## src/rtl/fir_out_fifo_if.sv

```systemverilog
// rtl/fir_out_fifo_if.sv - handshake/bus bundle between the FIR output FIFO and its producer/consumer
//
// Purpose: groups the FIFO's stream-side and status signals into one interface.
// Ports (signals):
//   EN       global enable (freezes all FIFO state when low)
//   R_IN     input sample valid pulse from the filter
//   D_IN     input sample (N bits, two's-complement, stored unmodified)
//   RD       consumer ready
//   CLR_OVF  synchronous clear of the sticky overflow flag
//   R_OUT    output valid (FIFO not empty)
//   D_OUT    head-of-FIFO sample, 0 when empty
//   COUNT    registered fill level, 0..DEPTH
//   FULL     COUNT == DEPTH
//   EMPTY    COUNT == 0
//   OVF      sticky flag: a kept sample was dropped
// Modports: master = producer/consumer side, slave = FIFO side.
interface fir_out_fifo_if #(
  parameter int N     = 16,
  parameter int DEPTH = 8
);
  localparam int CW = $clog2(DEPTH) + 1;

  logic          EN;
  logic          R_IN;
  logic [N-1:0]  D_IN;
  logic          RD;
  logic          CLR_OVF;
  logic          R_OUT;
  logic [N-1:0]  D_OUT;
  logic [CW-1:0] COUNT;
  logic          FULL;
  logic          EMPTY;
  logic          OVF;

  modport master (
    output EN, R_IN, D_IN, RD, CLR_OVF,
    input  R_OUT, D_OUT, COUNT, FULL, EMPTY, OVF
  );

  modport slave (
    input  EN, R_IN, D_IN, RD, CLR_OVF,
    output R_OUT, D_OUT, COUNT, FULL, EMPTY, OVF
  );
endinterface

```

## src/rtl/fir_out_fifo.sv

```systemverilog
// rtl/fir_out_fifo.sv - decimating circular output FIFO behind the FIR filter datapath
//
// Purpose: keeps one of every DECIM valid filter samples, buffers them in a
// DEPTH-entry circular store and hands them to a consumer with valid/ready,
// so a stalling sink never back-pressures the free-running filter.
// Ports:
//   CLK  rising-edge clock
//   RST  asynchronous active-low reset (clears pointers, count, phase, OVF)
//   bus  fir_out_fifo_if.slave: EN, R_IN, D_IN, RD, CLR_OVF in;
//        R_OUT, D_OUT, COUNT, FULL, EMPTY, OVF out
module fir_out_fifo #(
  parameter int N     = 16,
  parameter int DEPTH = 8,
  parameter int DECIM = 1
) (
  input  logic          CLK,
  input  logic          RST,
  fir_out_fifo_if.slave bus
);
  localparam int AW = $clog2(DEPTH);
  localparam int CW = AW + 1;
  localparam int PW = (DECIM > 1) ? $clog2(DECIM) : 1;

  logic [N-1:0]  mem_q [DEPTH];
  logic [AW-1:0] wr_ptr_q, wr_ptr_d;
  logic [AW-1:0] rd_ptr_q, rd_ptr_d;
  logic [CW-1:0] count_q, count_d;
  logic [PW-1:0] phase_q, phase_d;
  logic          ovf_q, ovf_d;

  logic full, empty, pop, keep, push, drop;

  always_comb begin
    full  = (count_q == CW'(DEPTH));
    empty = (count_q == '0);
    pop   = bus.EN && bus.RD && !empty;
    keep  = bus.EN && bus.R_IN && (phase_q == '0);
    // A full FIFO still accepts a kept sample when the head leaves this cycle.
    push  = keep && (!full || pop);
    drop  = keep && full && !pop;

    wr_ptr_d = wr_ptr_q;
    rd_ptr_d = rd_ptr_q;
    count_d  = count_q;
    phase_d  = phase_q;
    ovf_d    = ovf_q;

    // Phase advances on every enabled valid sample, kept or not.
    if (bus.EN && bus.R_IN) begin
      phase_d = (phase_q == PW'(DECIM - 1)) ? '0 : phase_q + PW'(1);
    end
    if (push) wr_ptr_d = wr_ptr_q + AW'(1);
    if (pop)  rd_ptr_d = rd_ptr_q + AW'(1);
    if (push && !pop)      count_d = count_q + CW'(1);
    else if (pop && !push) count_d = count_q - CW'(1);

    // Setting wins over a same-cycle clear so a drop is never missed.
    if (drop)                         ovf_d = 1'b1;
    else if (bus.EN && bus.CLR_OVF)   ovf_d = 1'b0;
  end

  always_ff @(posedge CLK or negedge RST) begin
    if (!RST) begin
      wr_ptr_q <= '0;
      rd_ptr_q <= '0;
      count_q  <= '0;
      phase_q  <= '0;
      ovf_q    <= 1'b0;
    end else begin
      wr_ptr_q <= wr_ptr_d;
      rd_ptr_q <= rd_ptr_d;
      count_q  <= count_d;
      phase_q  <= phase_d;
      ovf_q    <= ovf_d;
    end
  end

  // Storage is not reset; stale entries are unreachable once pointers clear.
  always_ff @(posedge CLK) begin
    if (push) mem_q[wr_ptr_q] <= bus.D_IN;
  end

  assign bus.R_OUT = !empty;
  assign bus.D_OUT = empty ? '0 : mem_q[rd_ptr_q];
  assign bus.COUNT = count_q;
  assign bus.FULL  = full;
  assign bus.EMPTY = empty;
  assign bus.OVF   = ovf_q;
endmodule

```

## src/flat_wrapper.sv

```systemverilog
// flat-port wrapper written by rule: the top's interface ports become plain ports
module fir_out_fifo_flat 
#(
  parameter int N     = 16,
  parameter int DEPTH = 8,
  parameter int DECIM = 1
)
  (CLK, RST, bus_EN, bus_R_IN, bus_D_IN, bus_RD, bus_CLR_OVF, bus_R_OUT, bus_D_OUT, bus_COUNT, bus_FULL, bus_EMPTY, bus_OVF);
  fir_out_fifo_if #(.N(N), .DEPTH(DEPTH)) bus_i ();
  input  logic CLK;
  input  logic RST;
  input wire logic [$bits(bus_i.EN)-1:0] bus_EN;
  input wire logic [$bits(bus_i.R_IN)-1:0] bus_R_IN;
  input wire logic [$bits(bus_i.D_IN)-1:0] bus_D_IN;
  input wire logic [$bits(bus_i.RD)-1:0] bus_RD;
  input wire logic [$bits(bus_i.CLR_OVF)-1:0] bus_CLR_OVF;
  output wire logic [$bits(bus_i.R_OUT)-1:0] bus_R_OUT;
  output wire logic [$bits(bus_i.D_OUT)-1:0] bus_D_OUT;
  output wire logic [$bits(bus_i.COUNT)-1:0] bus_COUNT;
  output wire logic [$bits(bus_i.FULL)-1:0] bus_FULL;
  output wire logic [$bits(bus_i.EMPTY)-1:0] bus_EMPTY;
  output wire logic [$bits(bus_i.OVF)-1:0] bus_OVF;
  assign bus_i.EN = bus_EN;
  assign bus_i.R_IN = bus_R_IN;
  assign bus_i.D_IN = bus_D_IN;
  assign bus_i.RD = bus_RD;
  assign bus_i.CLR_OVF = bus_CLR_OVF;
  assign bus_R_OUT = bus_i.R_OUT;
  assign bus_D_OUT = bus_i.D_OUT;
  assign bus_COUNT = bus_i.COUNT;
  assign bus_FULL = bus_i.FULL;
  assign bus_EMPTY = bus_i.EMPTY;
  assign bus_OVF = bus_i.OVF;
  fir_out_fifo #(.N(N), .DEPTH(DEPTH), .DECIM(DECIM)) u_core (.CLK(CLK), .RST(RST), .bus(bus_i));
endmodule
```

## config.mk

```make
export PLATFORM = sky130hd
export DESIGN_NAME = fir_out_fifo_flat
export DESIGN_NICKNAME = d
export VERILOG_FILES = /design/src/rtl/fir_out_fifo_if.sv /design/src/rtl/fir_out_fifo.sv /design/src/flat_wrapper.sv
export SDC_FILE = /design/constraint.sdc
export NUM_CORES = 1
export LEC_CHECK = 0
export ABC_AREA = 0
export ABC_CLOCK_PERIOD_IN_PS = 3800
export BUFFER_PORTS_ARGS = -buffer_cell sky130_fd_sc_hd__buf_4
export CORE_ASPECT_RATIO = 1.5
export CORE_MARGIN = 2
export CORE_UTILIZATION = 25
export CTS_CLUSTER_SIZE = 20
export DETAILED_ROUTE_END_ITERATION = 10
export HOLD_SLACK_MARGIN = 0.12
export PLACE_DENSITY_LB_ADDON = 0.08
export REMOVE_ABC_BUFFERS = 1
export SLEW_MARGIN = 20
export SYNTH_ARGS = -nofsm -noshare
export SYNTH_HDL_FRONTEND = slang
export SYNTH_SLANG_ARGS = --single-unit
```

## constraint.sdc

```tcl
create_clock -name CLK -period 3.8 [get_ports CLK]
set_input_delay 0.38 -clock CLK [delete_from_list [all_inputs] [get_ports CLK]]
set_output_delay 0.38 -clock CLK [all_outputs]
set_load 0.005 [all_outputs]
```

==> reports/qor.csv <==
metric,value,unit
ys.flop_type,edfxtp_1,
nFillCells,2110,
htree_levels,4,
yosys.cell_types.count,37,
setup_violations,0,
grt.overflow.total,0,
power.density,766,nW/µm²
drtPass1Iterations,4,
synth_edf_count,128,
critPathArrivalTime,3.38,ns
syn_area,5510,µm²
synth-seq-cells,139,
min_period,3.08,ns
async_reset_ff_share,7.91,%
synthCells,259,
drv_slew,0,
post_drt_wl_per_cell,20.5,µm
drcViolationCount,0,
drive_above_1_share,41.4,%
drv_cap,0,
fin_ws,0.715,ns
die_x,125,µm
antenna_found_initial,0,
totalWireLength,12.5,mm
core_area,21600,µm²
skew,0.00998,ns
tns,0,ns
rsz0062_at_grt,false,
end_kind,register,
max_freq,0.324,GHz
clkLatencyLatePin,0.42,ns
p_leak,2.33,nW
ys.warnings.count,0,
worstMarginPinSlew,0.759,ns
area_growth,24.7,%
cts_buffer_depth,2,
cts-root-buf,clkbuf_16,
clkTransAtPathRegs,0.06,ns
io_pins,46,
hold_viol,0,
startpoint_type,register,
whs,0.200,ns
grt_pass1_wl,18.6,mm
cts_sinks,139,
die_area,23300,µm²
grt_pass1_vias,2899,
multi_input_area,1330,µm²
yosysSeqAreaShare,74.7,%
rows,66,
ir_drop,0.000356,V
gp_congestion,0.685,
tritoncts,done,
post-route-period-util,81.2,%
grtUsageTotal,11.3,%
syn_avg_cell_area,21.3,µm²
criticalPathCategory,reg2reg,
outcome,completed,
postRouteAntennaNets,0,
post-place-ws,0.703,ns
drtIter0Drc,239,
cts_buffers,17,
antenna_cells,0,
portBuffers,45,
vias_per_cell,4.52,
hold_class,in2reg,
dp_hpwl,7.25,mm
slew_headroom,49.1,%
postCtsSetupRepairBufs,0,
fp.dieH,186,µm
routed-via-count,2746,
crit_fanout,7,
seq_area,4120,µm²
start_util,25.5,%
nets,351,
cp_data_required_time,4.09,ns
grt_max_degree,23,
Yosys cell counts (all sizes together), types with 3 or more instances:
library cell / instances / area, µm²
a22o: 16 / 148
buf: 7 / 57.6
clkbuf: 5 / 18.8
dfrtp: 11 / 275
edfxtp: 128 / 3840
ha: 5 / 62.6
inv: 5 / 18.8
mux2: 3 / 33.8
mux4: 32 / 721
nand2: 7 / 26.3
nor2: 5 / 21.3
nor3: 5 / 25.0
o211ai: 3 / 36.3
xnor2: 4 / 35.0
cell families (layout without fill, tap and decap cells):
kind of cell	after synthesis	after routing	synth area share (%)
DFF	139	139	74.7
muxes	36	36	13.9
and+or+nand+nor	30	30	3.09
AOI/OAI and AO/OA	25	25	4.13
buffers and inverters	17	94	1.73
adders and majority gates	6	6	1.50
xor gates and xnor gates	6	6	0.953
cell usage in the layout, fill, tap and decap left out, types with 3 or more instances in the layout:
cell and instances:
mux2_2 3, mux4_2 32, bufinv_16 4, clkbuf_16 17
a22o_1 10, edfxtp_1 128, ha_1 5, nand2_1 7
dfrtp_1 10, inv_1 5, a22o_2 6, nor3_2 4
buf_4 54, clkinv_2 3, xnor2_1 4, nor2_2 4
metrics by stage:
stage          cells  util [%]  power [mW]  area (µm²)
2_1_floorplan    247         -        2.90        5440
5_1_grt          608      31.8        5.54        6870
3_3_place_gp     575      28.9        3.64        6260
6_report         608      31.8        5.26        6870
3_5_place_dp     575      28.9        3.66        6260
4_1_cts          608      31.8        5.37        6870
power breakdown:
| group | internal, mW | switching (mW) | leakage, nW |
|---|---|---|---|
| registers | 1.84 | 0.185 | 1.29 |
| clock network | 1.09 | 0.601 | 0.292 |
| logic | 0.849 | 0.700 | 0.747 |
| total | 3.78 | 1.49 | 2.33 |
state kept, by name, summed over array words and instances, names as in the netlist:
name and cells:
u_core.mem_q 128, u_core.bus.COUNT 4, u_core.bus.OVF 1, u_core.rd_ptr_q 3, u_core.wr_ptr_q 3
worst max-delay path, stage by stage, from the launching register on:
cell and delay [ns]:
dfrtp_1 0.48, or4b_4 0.62, o211ai_4 0.32, inv_1 0.08, ha_1 0.27, inv_1 0.16
ha_1 0.31, or4_1 0.51, o211ai_1 0.11, o211ai_1 0.10
area by class of cell:
cell class                 instances  area share, %
sequential                       139           59.9
clock inverter                    13           2.55
multi-input combinational        103           19.4
inverter                           5          0.273
clock buffer                      19           6.30
timing repair buffer              57           6.63
tap                              272           4.95
routing by layer:
metal / up-vias / share of wire, % / GRT usage (%)
li1: 1213 / - / -
met3: 15 / 4.6 / 3.28
met5: - / 0 / 0
met2: 78 / 50 / 18.7
met1: 1440 / 44 / 13.9
met4: 0 / 1.7 / 4.53
worst paths after layout:
path	start	endpoint	slack, ns	cells past startpoint
max	u_core.bus.COUNT[0]	u_core.bus.COUNT[3]	0.72	9
min reg2reg	u_core.bus.OVF	u_core.bus.OVF	0.49	2
min	bus_D_IN[15]	u_core.mem_q[3][15]	0.20	1
min in group asynchronous	RST	u_core.bus.COUNT[1]	0.34	2
max in group asynchronous	RST	u_core.rd_ptr_q[0]	3.28	2
max reg2reg	u_core.bus.COUNT[0]	u_core.bus.COUNT[3]	0.72	9
repair_timing:
action,in CTS,in global routing
hold buffers,1,0
gates resized for setup,0,0
endpoints found under the hold margin,11,0
No activity file was read; power rests on OpenSTA's default activity.
